$ cat config.mk
export PLATFORM = sky130hd
export DESIGN_NAME = ps2_key_event_decoder
export DESIGN_NICKNAME = d
export VERILOG_FILES = /design/src/rtl/ps2_key_event_decoder.sv
export SDC_FILE = /design/constraint.sdc
export NUM_CORES = 1
export LEC_CHECK = 0
export CAP_MARGIN = 30
export CORE_ASPECT_RATIO = 1.75
export CORE_UTILIZATION = 58
export DETAILED_ROUTE_END_ITERATION = 6
export GPL_ROUTABILITY_DRIVEN = 0
export HOLD_SLACK_MARGIN = 0.1
export PLACE_DENSITY_LB_ADDON = 0.3
export RECOVER_POWER = 100
export REMOVE_ABC_BUFFERS = 1
export SYNTH_ARGS = -nofsm -noshare
export SYNTH_HDL_FRONTEND = slang
export SYNTH_SLANG_ARGS = --single-unit
$ cat constraint.sdc
create_clock -name CLOCK_50 -period 10.28 [get_ports CLOCK_50]
set_clock_uncertainty 0.1 [all_clocks]
set_input_delay 1.542 -clock CLOCK_50 [delete_from_list [all_inputs] [get_ports CLOCK_50]]
set_output_delay 1.542 -clock CLOCK_50 [all_outputs]
set_load 0.02 [all_outputs]
$ cat src/rtl/ps2_key_event_decoder.sv
// rtl/ps2_key_event_decoder.sv - PS/2 Set-2 scan-code parser, key table match and event FIFO
// Event FIFO is first-word fall-through; a pop frees a slot for a push in the same cycle.
module ps2_evt_fifo #(
  parameter int WIDTH = 3,
  parameter int DEPTH = 4
) (
  input  logic             CLOCK_50,
  input  logic             reset,
  input  logic             push,
  input  logic [WIDTH-1:0] push_data,
  input  logic             pop,
  output logic             full,
  output logic             empty,
  output logic [WIDTH-1:0] head
);
  localparam int AW = $clog2(DEPTH);

  logic [WIDTH-1:0] mem [DEPTH];
  logic [AW-1:0]    rd_ptr;
  logic [AW-1:0]    wr_ptr;
  logic [AW:0]      count;
  logic             do_push;
  logic             do_pop;

  assign full    = (count == (AW+1)'(DEPTH));
  assign empty   = (count == '0);
  assign do_pop  = pop && !empty;
  assign do_push = push && (!full || do_pop);
  assign head    = mem[rd_ptr];

  always_ff @(posedge CLOCK_50) begin
    if (do_push) begin
      mem[wr_ptr] <= push_data;
    end
  end

  always_ff @(posedge CLOCK_50) begin
    if (reset) begin
      rd_ptr <= '0;
      wr_ptr <= '0;
      count  <= '0;
    end else begin
      if (do_push) begin
        wr_ptr <= wr_ptr + AW'(1);
      end
      if (do_pop) begin
        rd_ptr <= rd_ptr + AW'(1);
      end
      case ({do_push, do_pop})
        2'b10:   count <= count + (AW+1)'(1);
        2'b01:   count <= count - (AW+1)'(1);
        default: count <= count;
      endcase
    end
  end
endmodule

module ps2_key_event_decoder #(
  parameter int                    NUM_KEYS       = 3,
  parameter logic [8*NUM_KEYS-1:0] KEY_CODES      = 24'h23_1B_33,
  parameter logic [NUM_KEYS-1:0]   EXT_MASK       = 3'b000,
  parameter bit                    REPEAT_FILTER  = 1'b1,
  parameter bit                    REPORT_RELEASE = 1'b1,
  parameter int                    FIFO_DEPTH     = 4,
  localparam int                   KW             = (NUM_KEYS > 1) ? $clog2(NUM_KEYS) : 1
) (
  input  logic                CLOCK_50,
  input  logic                reset,
  input  logic [7:0]          rx_data,
  input  logic                rx_data_en,
  output logic [NUM_KEYS-1:0] key_pulse,
  output logic [NUM_KEYS-1:0] key_held,
  output logic                evt_valid,
  output logic                evt_release,
  output logic [KW-1:0]       evt_key,
  input  logic                evt_ready,
  output logic                overflow,
  output logic [7:0]          last_code
);
  typedef enum logic [2:0] {
    ST_IDLE,
    ST_EXT,
    ST_BREAK,
    ST_EXT_BREAK,
    ST_SKIP
  } state_t;

  state_t              state;
  state_t              state_nxt;
  logic [2:0]          skip_cnt;
  logic [2:0]          skip_cnt_nxt;
  logic                is_discard;
  logic                code_strobe;
  logic                code_ext;
  logic                code_release;
  logic                hit;
  logic [KW-1:0]       hit_idx;
  logic [NUM_KEYS-1:0] held_nxt;
  logic [NUM_KEYS-1:0] pulse_nxt;
  logic                push;
  logic                push_rel;
  logic                pop;
  logic                fifo_full;
  logic                fifo_empty;
  logic [KW:0]         fifo_head;

  assign is_discard = (rx_data == 8'h00) || (rx_data == 8'hAA) || (rx_data == 8'hEE) ||
                      (rx_data == 8'hFA) || (rx_data == 8'hFE) || (rx_data == 8'hFF);

  always_comb begin
    state_nxt    = state;
    skip_cnt_nxt = skip_cnt;
    code_strobe  = 1'b0;
    code_ext     = 1'b0;
    code_release = 1'b0;
    if (rx_data_en) begin
      if (state == ST_SKIP) begin
        // Pause sequence payload is swallowed byte by byte, discard codes included.
        if (skip_cnt <= 3'd1) begin
          skip_cnt_nxt = 3'd0;
          state_nxt    = ST_IDLE;
        end else begin
          skip_cnt_nxt = skip_cnt - 3'd1;
        end
      end else if (is_discard) begin
        state_nxt = ST_IDLE;
      end else begin
        case (state)
          ST_IDLE: begin
            if (rx_data == 8'hE0) begin
              state_nxt = ST_EXT;
            end else if (rx_data == 8'hF0) begin
              state_nxt = ST_BREAK;
            end else if (rx_data == 8'hE1) begin
              state_nxt    = ST_SKIP;
              skip_cnt_nxt = 3'd7;
            end else begin
              code_strobe = 1'b1;
            end
          end
          ST_EXT: begin
            if (rx_data == 8'hF0) begin
              state_nxt = ST_EXT_BREAK;
            end else if (rx_data != 8'hE0) begin
              code_strobe = 1'b1;
              code_ext    = 1'b1;
              state_nxt   = ST_IDLE;
            end
          end
          ST_BREAK: begin
            if ((rx_data != 8'hE0) && (rx_data != 8'hF0)) begin
              code_strobe  = 1'b1;
              code_release = 1'b1;
              state_nxt    = ST_IDLE;
            end
          end
          ST_EXT_BREAK: begin
            if ((rx_data != 8'hE0) && (rx_data != 8'hF0)) begin
              code_strobe  = 1'b1;
              code_release = 1'b1;
              code_ext     = 1'b1;
              state_nxt    = ST_IDLE;
            end
          end
          default: state_nxt = ST_IDLE;
        endcase
      end
    end
  end

  // Scan from the top so the lowest matching index is the one left standing.
  always_comb begin
    hit     = 1'b0;
    hit_idx = '0;
    for (int i = NUM_KEYS - 1; i >= 0; i--) begin
      if ((rx_data == KEY_CODES[8*i +: 8]) && (code_ext == EXT_MASK[i])) begin
        hit     = 1'b1;
        hit_idx = KW'(i);
      end
    end
  end

  always_comb begin
    held_nxt  = key_held;
    pulse_nxt = '0;
    push      = 1'b0;
    push_rel  = 1'b0;
    if (code_strobe && hit) begin
      if (!code_release) begin
        if (!key_held[hit_idx] || !REPEAT_FILTER) begin
          pulse_nxt[hit_idx] = 1'b1;
          push               = 1'b1;
        end
        held_nxt[hit_idx] = 1'b1;
      end else if (key_held[hit_idx]) begin
        held_nxt[hit_idx] = 1'b0;
        push              = REPORT_RELEASE;
        push_rel          = 1'b1;
      end
    end
  end

  assign pop = evt_valid && evt_ready;

  always_ff @(posedge CLOCK_50) begin
    if (reset) begin
      state     <= ST_IDLE;
      skip_cnt  <= 3'd0;
      key_held  <= '0;
      key_pulse <= '0;
      last_code <= 8'h00;
      overflow  <= 1'b0;
    end else begin
      state     <= state_nxt;
      skip_cnt  <= skip_cnt_nxt;
      key_held  <= held_nxt;
      key_pulse <= pulse_nxt;
      if (code_strobe) begin
        last_code <= rx_data;
      end
      if (push && fifo_full && !pop) begin
        overflow <= 1'b1;
      end
    end
  end

  ps2_evt_fifo #(
    .WIDTH (KW + 1),
    .DEPTH (FIFO_DEPTH)
  ) u_evt_fifo (
    .CLOCK_50  (CLOCK_50),
    .reset     (reset),
    .push      (push),
    .push_data ({push_rel, hit_idx}),
    .pop       (pop),
    .full      (fifo_full),
    .empty     (fifo_empty),
    .head      (fifo_head)
  );

  // Head fields read as zero while empty so the reset state is clean.
  assign evt_valid   = !fifo_empty;
  assign evt_release = evt_valid && fifo_head[KW];
  assign evt_key     = evt_valid ? fifo_head[KW-1:0] : '0;
endmodule

Word-level counts from Yosys, hierarchy flattened
Memories as Yosys holds them, arrays and structs flattened. A register that Yosys moved wholly into a read port is not among the register bits.
Index checks and enable logic that the tools add are counted.
{ "op_classes": {"add_sub_neg": 5, "magnitude_cmp": 3, "eq_ne": 28, "n_mux": 59, "bitwise": 5, "reduce_logical": 32} }
{ "ops": {"columns": ["op", "n"], "rows": [
  ["$eq A8 B8 Y1 const B", 8],
  ["$mux W3", 18],
  ["$mux W1", 29],
  ["$eq A8 B6 Y1 const B", 2],
  ["$ne A8 B8 Y1 const B", 2],
  ["$logic_and A1 B1 Y1", 12],
  ["$mux W2", 6],
  ["$pmux W3 S3", 1],
  ["$eq A8 B5 Y1 const B", 1],
  ["$logic_not A8 Y1", 1],
  ["$eq A3 B2 Y1 const B", 2],
  ["$eq A3 B3 Y1 const B", 2],
  ["$logic_not A3 Y1", 2],
  ["$logic_or A1 B1 Y1", 6],
  ["$ne A2 B1 Y1 const B", 3],
  ["$ne A6 B6 Y1 const B", 1],
  ["$pmux W3 S2", 1],
  ["$reduce_and A6 Y1", 1],
  ["$reduce_bool A2 Y1", 3],
  ["$sub A3 B1 Y3 const B", 2],
  ["$ne A5 B5 Y1 const B", 1],
  ["$reduce_and A5 Y1", 1],
  ["$add A2 B1 Y2 const B", 2],
  ["$ne A2 B2 Y1 const B", 2],
  ["other kinds (20)", 23]
]} }
{ "totals": {"reg_bits": 28, "ram_bits": 12, "input_bits": 12, "out_inout_bits": 19, "word_cells": 142, "mem_count": 1} }
{ "memory_table": {"columns": ["memory", "words", "word_bits", "read_ports", "rd_ports_with_merged_regs", "write_ports", "line_no", "source"], "rows": [
  ["u_evt_fifo.mem", 4, 3, 1, 1, 1, "18", "logic [WIDTH-1:0] mem [DEPTH];"]
]} }

Depth between registers and ports, before layout
{ "logic_depth": {"word_depth": 22, "ltp_mapped": 15, "ltp_nobuf": 14} }

Cells and area by module
A second synthesis with hierarchy kept.
{ "hier_totals": {"hier_cells": 234, "area_unflattened_um2": 2273.4} }
{ "by_module_without_submodules": {"columns": ["mod", "instances", "cells_per_inst", "area_each_um2", "seq_area_each_um2"], "rows": [
  ["ps2_key_event_decoder", 1, 165, 1350.0, 420.4],
  ["ps2_evt_fifo", 1, 69, 923.4, 540.5]
]} }

Worst setup path after synthesis
OpenSTA, ideal clock, no wires.
{ "synth_path": {"path_kind": "input to register", "start": "in rx_data[3]", "end": "reg u_evt_fifo.count[2]", "setup_ns": 0.071, "arrival_time_ns": 4.350, "t_required_ns": 10.109, "slack_ns": 5.759, "cell_stages": 14, "path_buffers": 0, "path_cell_list": "nand2b_4 > or4_4 > a21oi_1 > nor2_1 > o32a_1 > ha_1 > nor4_4 > inv_1 > ha_1 > inv_1 > fa_1 > xor2_1 > or3_1 > a21oi_1"} }
{ "synth_via": {"elab_chain_len": 22, "elab_cells_between_ends": 60, "classes_between": "eq/ne (15); mux (31); bitwise (1); reduce/logical (13)"} }
{ "synth_lines": {"columns": ["item", "line_no", "source"], "rows": [
  ["start: declaration", "69", "input logic [7:0] rx_data,"],
  ["branches (longest 18 deep; another with $ne A8 B8 Y1)", null, null],
  ["$mux W1 (*)", "188", "if (code_strobe && hit) begin"],
  ["$logic_and A1 B1 Y1 (*)", "28", "assign do_push = push && (!full || do_pop);"],
  ["$eq A2 B1 Y1 or $eq A2 B2 Y1 (tied branches)", "49", "case ({do_push, do_pop})"],
  ["$pmux W3 S2 or $reduce_bool A2 Y1 (tied branches)", null, null],
  ["end signal: assignment", "50", "2'b10: count <= count + (AW+1)'(1);"],
  ["end signal: assignment", "51", "2'b01: count <= count - (AW+1)'(1);"],
  ["end signal: assignment", "52", "default: count <= count;"],
  ["end: declaration", "21", "logic [AW:0] count;"]
]} }
Every way passes the cells marked *. The select of a mux whose other input is x is not followed.
A chain may end at the register's enable or synchronous reset.

Worst setup path after layout
{ "layout_path": {"start": "in rx_data[6]", "end": "reg u_evt_fifo.count[2]"} }
Same word-level chain as after synthesis.

==> run metrics <==
outcome=finished clean; Post-synth top flop=dfxtp_1; largest net degree at the start of global routing=39; RSZ-0062 raised after global routing=false; Die W=48.7 um; # nets final=268; data required time of the worst path=10400 ps; Slew headroom=0.467; crit path max fanout=5; Synth cell types=59; R2R Path Start=state[2]; Root Buffer=clkbuf_8; Async SR Flop Fraction=0; Final Cycle Share=0.522; initial antenna violation count=0; DRT Wirelength=4530 um; I/O pin cnt=31; Final HPWL DP=3480 um; Ys Warns=0; Bufs on Longest Clock Path=2; TritonCTS clock tree=done; Initial DRC Count=54; Final ANT Viol Nets=0; Sequential Power Share=0.574; hold_sp=last_code[4]; clk_lat worst skew=290 ps; Synth top cells by count=dfxtp_1, nor2_1, nand2b_1; dominant cell type by area after synthesis=dfxtp_1; Clock Sink Count=42; num rows=29; Clock Power Share=0.322; Worst path slowest cell=dlygate4sd3_1; DIE AREA=4080 um^2; crit path cell chain=dlygate4sd3_1, nand2_2, or4_1, a21oi_1, nor2_1, o32a_1, ha_1, nor4_1, inv_1, ha_1, inv_1, fa_1, xor2_1, or3_1, a21oi_1; Peak VDD IR=0.000100 V; delay-heaviest family, CP=simple AND/OR/NAND/NOR gates; Comb power frac=0.103; Cell Pwr Density=116 nW/um^2; layout cells sized above 1=0.0688; H-tree lvl count=2; number of port buffers=30; core area=3630 um^2; Synth area leaders=dfxtp_1, edfxtp_1, ha_1; critical path arrival=5480 ps; Final Non-Filler Cells=293; Worst Setup SP=rx_data[6]; post-synth top area share=0.271; worst min path class=flop to flop; Cell Area, Synth=2220 um^2; net switching power=69.6 uW; maxcap violations=0; Final Hold Fails=0; CTS Hold Bufs=0; synthesized area per cell=10.3 um^2; sequential element share of the synthesized area=0.434; Starting Density=0.611; internal power=233 uW; vias per std cell=5.86; # DRC=0; Final min period=5360 ps; wire per inst=15.4 um; cell count after placement=285; setup_tns=0 ps; Slew Limit Fails=0; Area growth syn-to-layout=17.3%; CP Class=input pin to flop; Crit. End Element=flop; clk slew on worst S/H paths=80 ps; Crit path buffers/inverters=3; post-CTS sizing=0; Post-Synthesis Cells=215; Post-CTS Setup Bufs=0; DR pass1 iterations=4; startpoint types=input pin; CTS Buf Count=5; Total GRT Usage=0.248; final setup violation count=0; Post-synth EDFFs=12; Static Leakage=1.01 nW; first-pass GRT wire length=7850 um; most frequent cell after synthesis=dfxtp_1; CP peak stage delay=660 ps; FMAX=186 MHz; vias in the first global route=1737; Vias=1716; Sw Share=0.230; diode count=0; die boundary height=83.8 um; number of synthesized register bits=42; GRT overflow=0; Slew @ Worst Pin=800 ps
layout make-up:
type	count	area (um^2)
clock buffers	6	72.6
clock inverters	2	8.76
fillers	291	1030
inverters	11	41.3
multi-input cells	154	1150
flip-flops and latches	42	961
well taps	46	57.6
repair buffers	32	312
layout by cell type (no fill, tap or decap), types with 4 or more instances in the layout:
master,instances
a21oi_1,9
nand2_1,8
mux2i_1,9
ha_1,9
nor3_1,5
clkdlybuf4s50_1,8
dlygate4sd3_1,22
nor2_1,20
nor2b_1,4
nand2b_1,16
dfxtp_1,30
and2_0,6
edfxtp_1,12
o21ai_0,8
clkbuf_8,5
inv_1,11
and2_1,4
final timing paths:
check | end | slack [ps] | cells after the start
min | last_code[4] | 370 | 2
max reg2reg | u_evt_fifo.count[2] | 6400 | 13
min reg2reg | last_code[4] | 370 | 2
max | u_evt_fifo.count[2] | 4920 | 15
power by group through the flow:
stage | Clock (mW) | Sequential (mW) | Combinational (mW)
2_1_floorplan | 0 | 0.180 | 0.0133
3_3_place_gp | 0 | 0.177 | 0.0321
3_5_place_dp | 0 | 0.178 | 0.0326
4_1_cts | 0.0997 | 0.174 | 0.0327
5_1_grt | 0.106 | 0.174 | 0.0339
6_report | 0.0975 | 0.174 | 0.0311
cells by family (layout without fill, tap and decap cells):
kind of cell / Yosys count / after routing / synth area share
fa+ha+maj: 10 / 10 / 0.0599
flops: 42 / 42 / 0.434
compound gates: 34 / 34 / 0.112
simple gates: 93 / 93 / 0.264
mux: 13 / 13 / 0.0762
xor+xnor: 4 / 4 / 0.0158
buf+inv: 19 / 51 / 0.0378
worst register-to-register path: stages, from the launching register on:
cell and delay [ps]:
dfxtp_1 520, and3b_1 240, nor3_1 270, a21boi_0 520, o32a_1 260, ha_1 260
nor4_1 560, inv_1 90, ha_1 220, inv_1 70, fa_1 170, xor2_1 70
or3_1 300, a21oi_1 140
routing by layer:
| layer | vias up | part of all wire | global-route usage |
|---|---|---|---|
| li1 | 824 | - | - |
| met1 | 819 | 0.36 | 0.240 |
| met2 | 50 | 0.57 | 0.482 |
| met3 | 23 | 0.026 | 0.0310 |
| met4 | 0 | 0.043 | 0.136 |
| met5 | - | 0 | 0 |
stage by stage:
| stage | cell area, um^2 | utilization | hold slack (ps) | total power [mW] | worst slack [ps] |
|---|---|---|---|---|---|
| floorplan | 2170 | - | 356 | 0.193 | 5760 |
| global placement | 2550 | 0.702 | 363 | 0.210 | 5070 |
| detailed placement | 2550 | 0.702 | 368 | 0.210 | 4960 |
| CTS | 2630 | 0.724 | 381 | 0.306 | 5220 |
| global route | 2600 | 0.717 | 404 | 0.314 | 4660 |
| finish | 2600 | 0.717 | 371 | 0.302 | 4920 |
(Power assumes the default switching activity.)
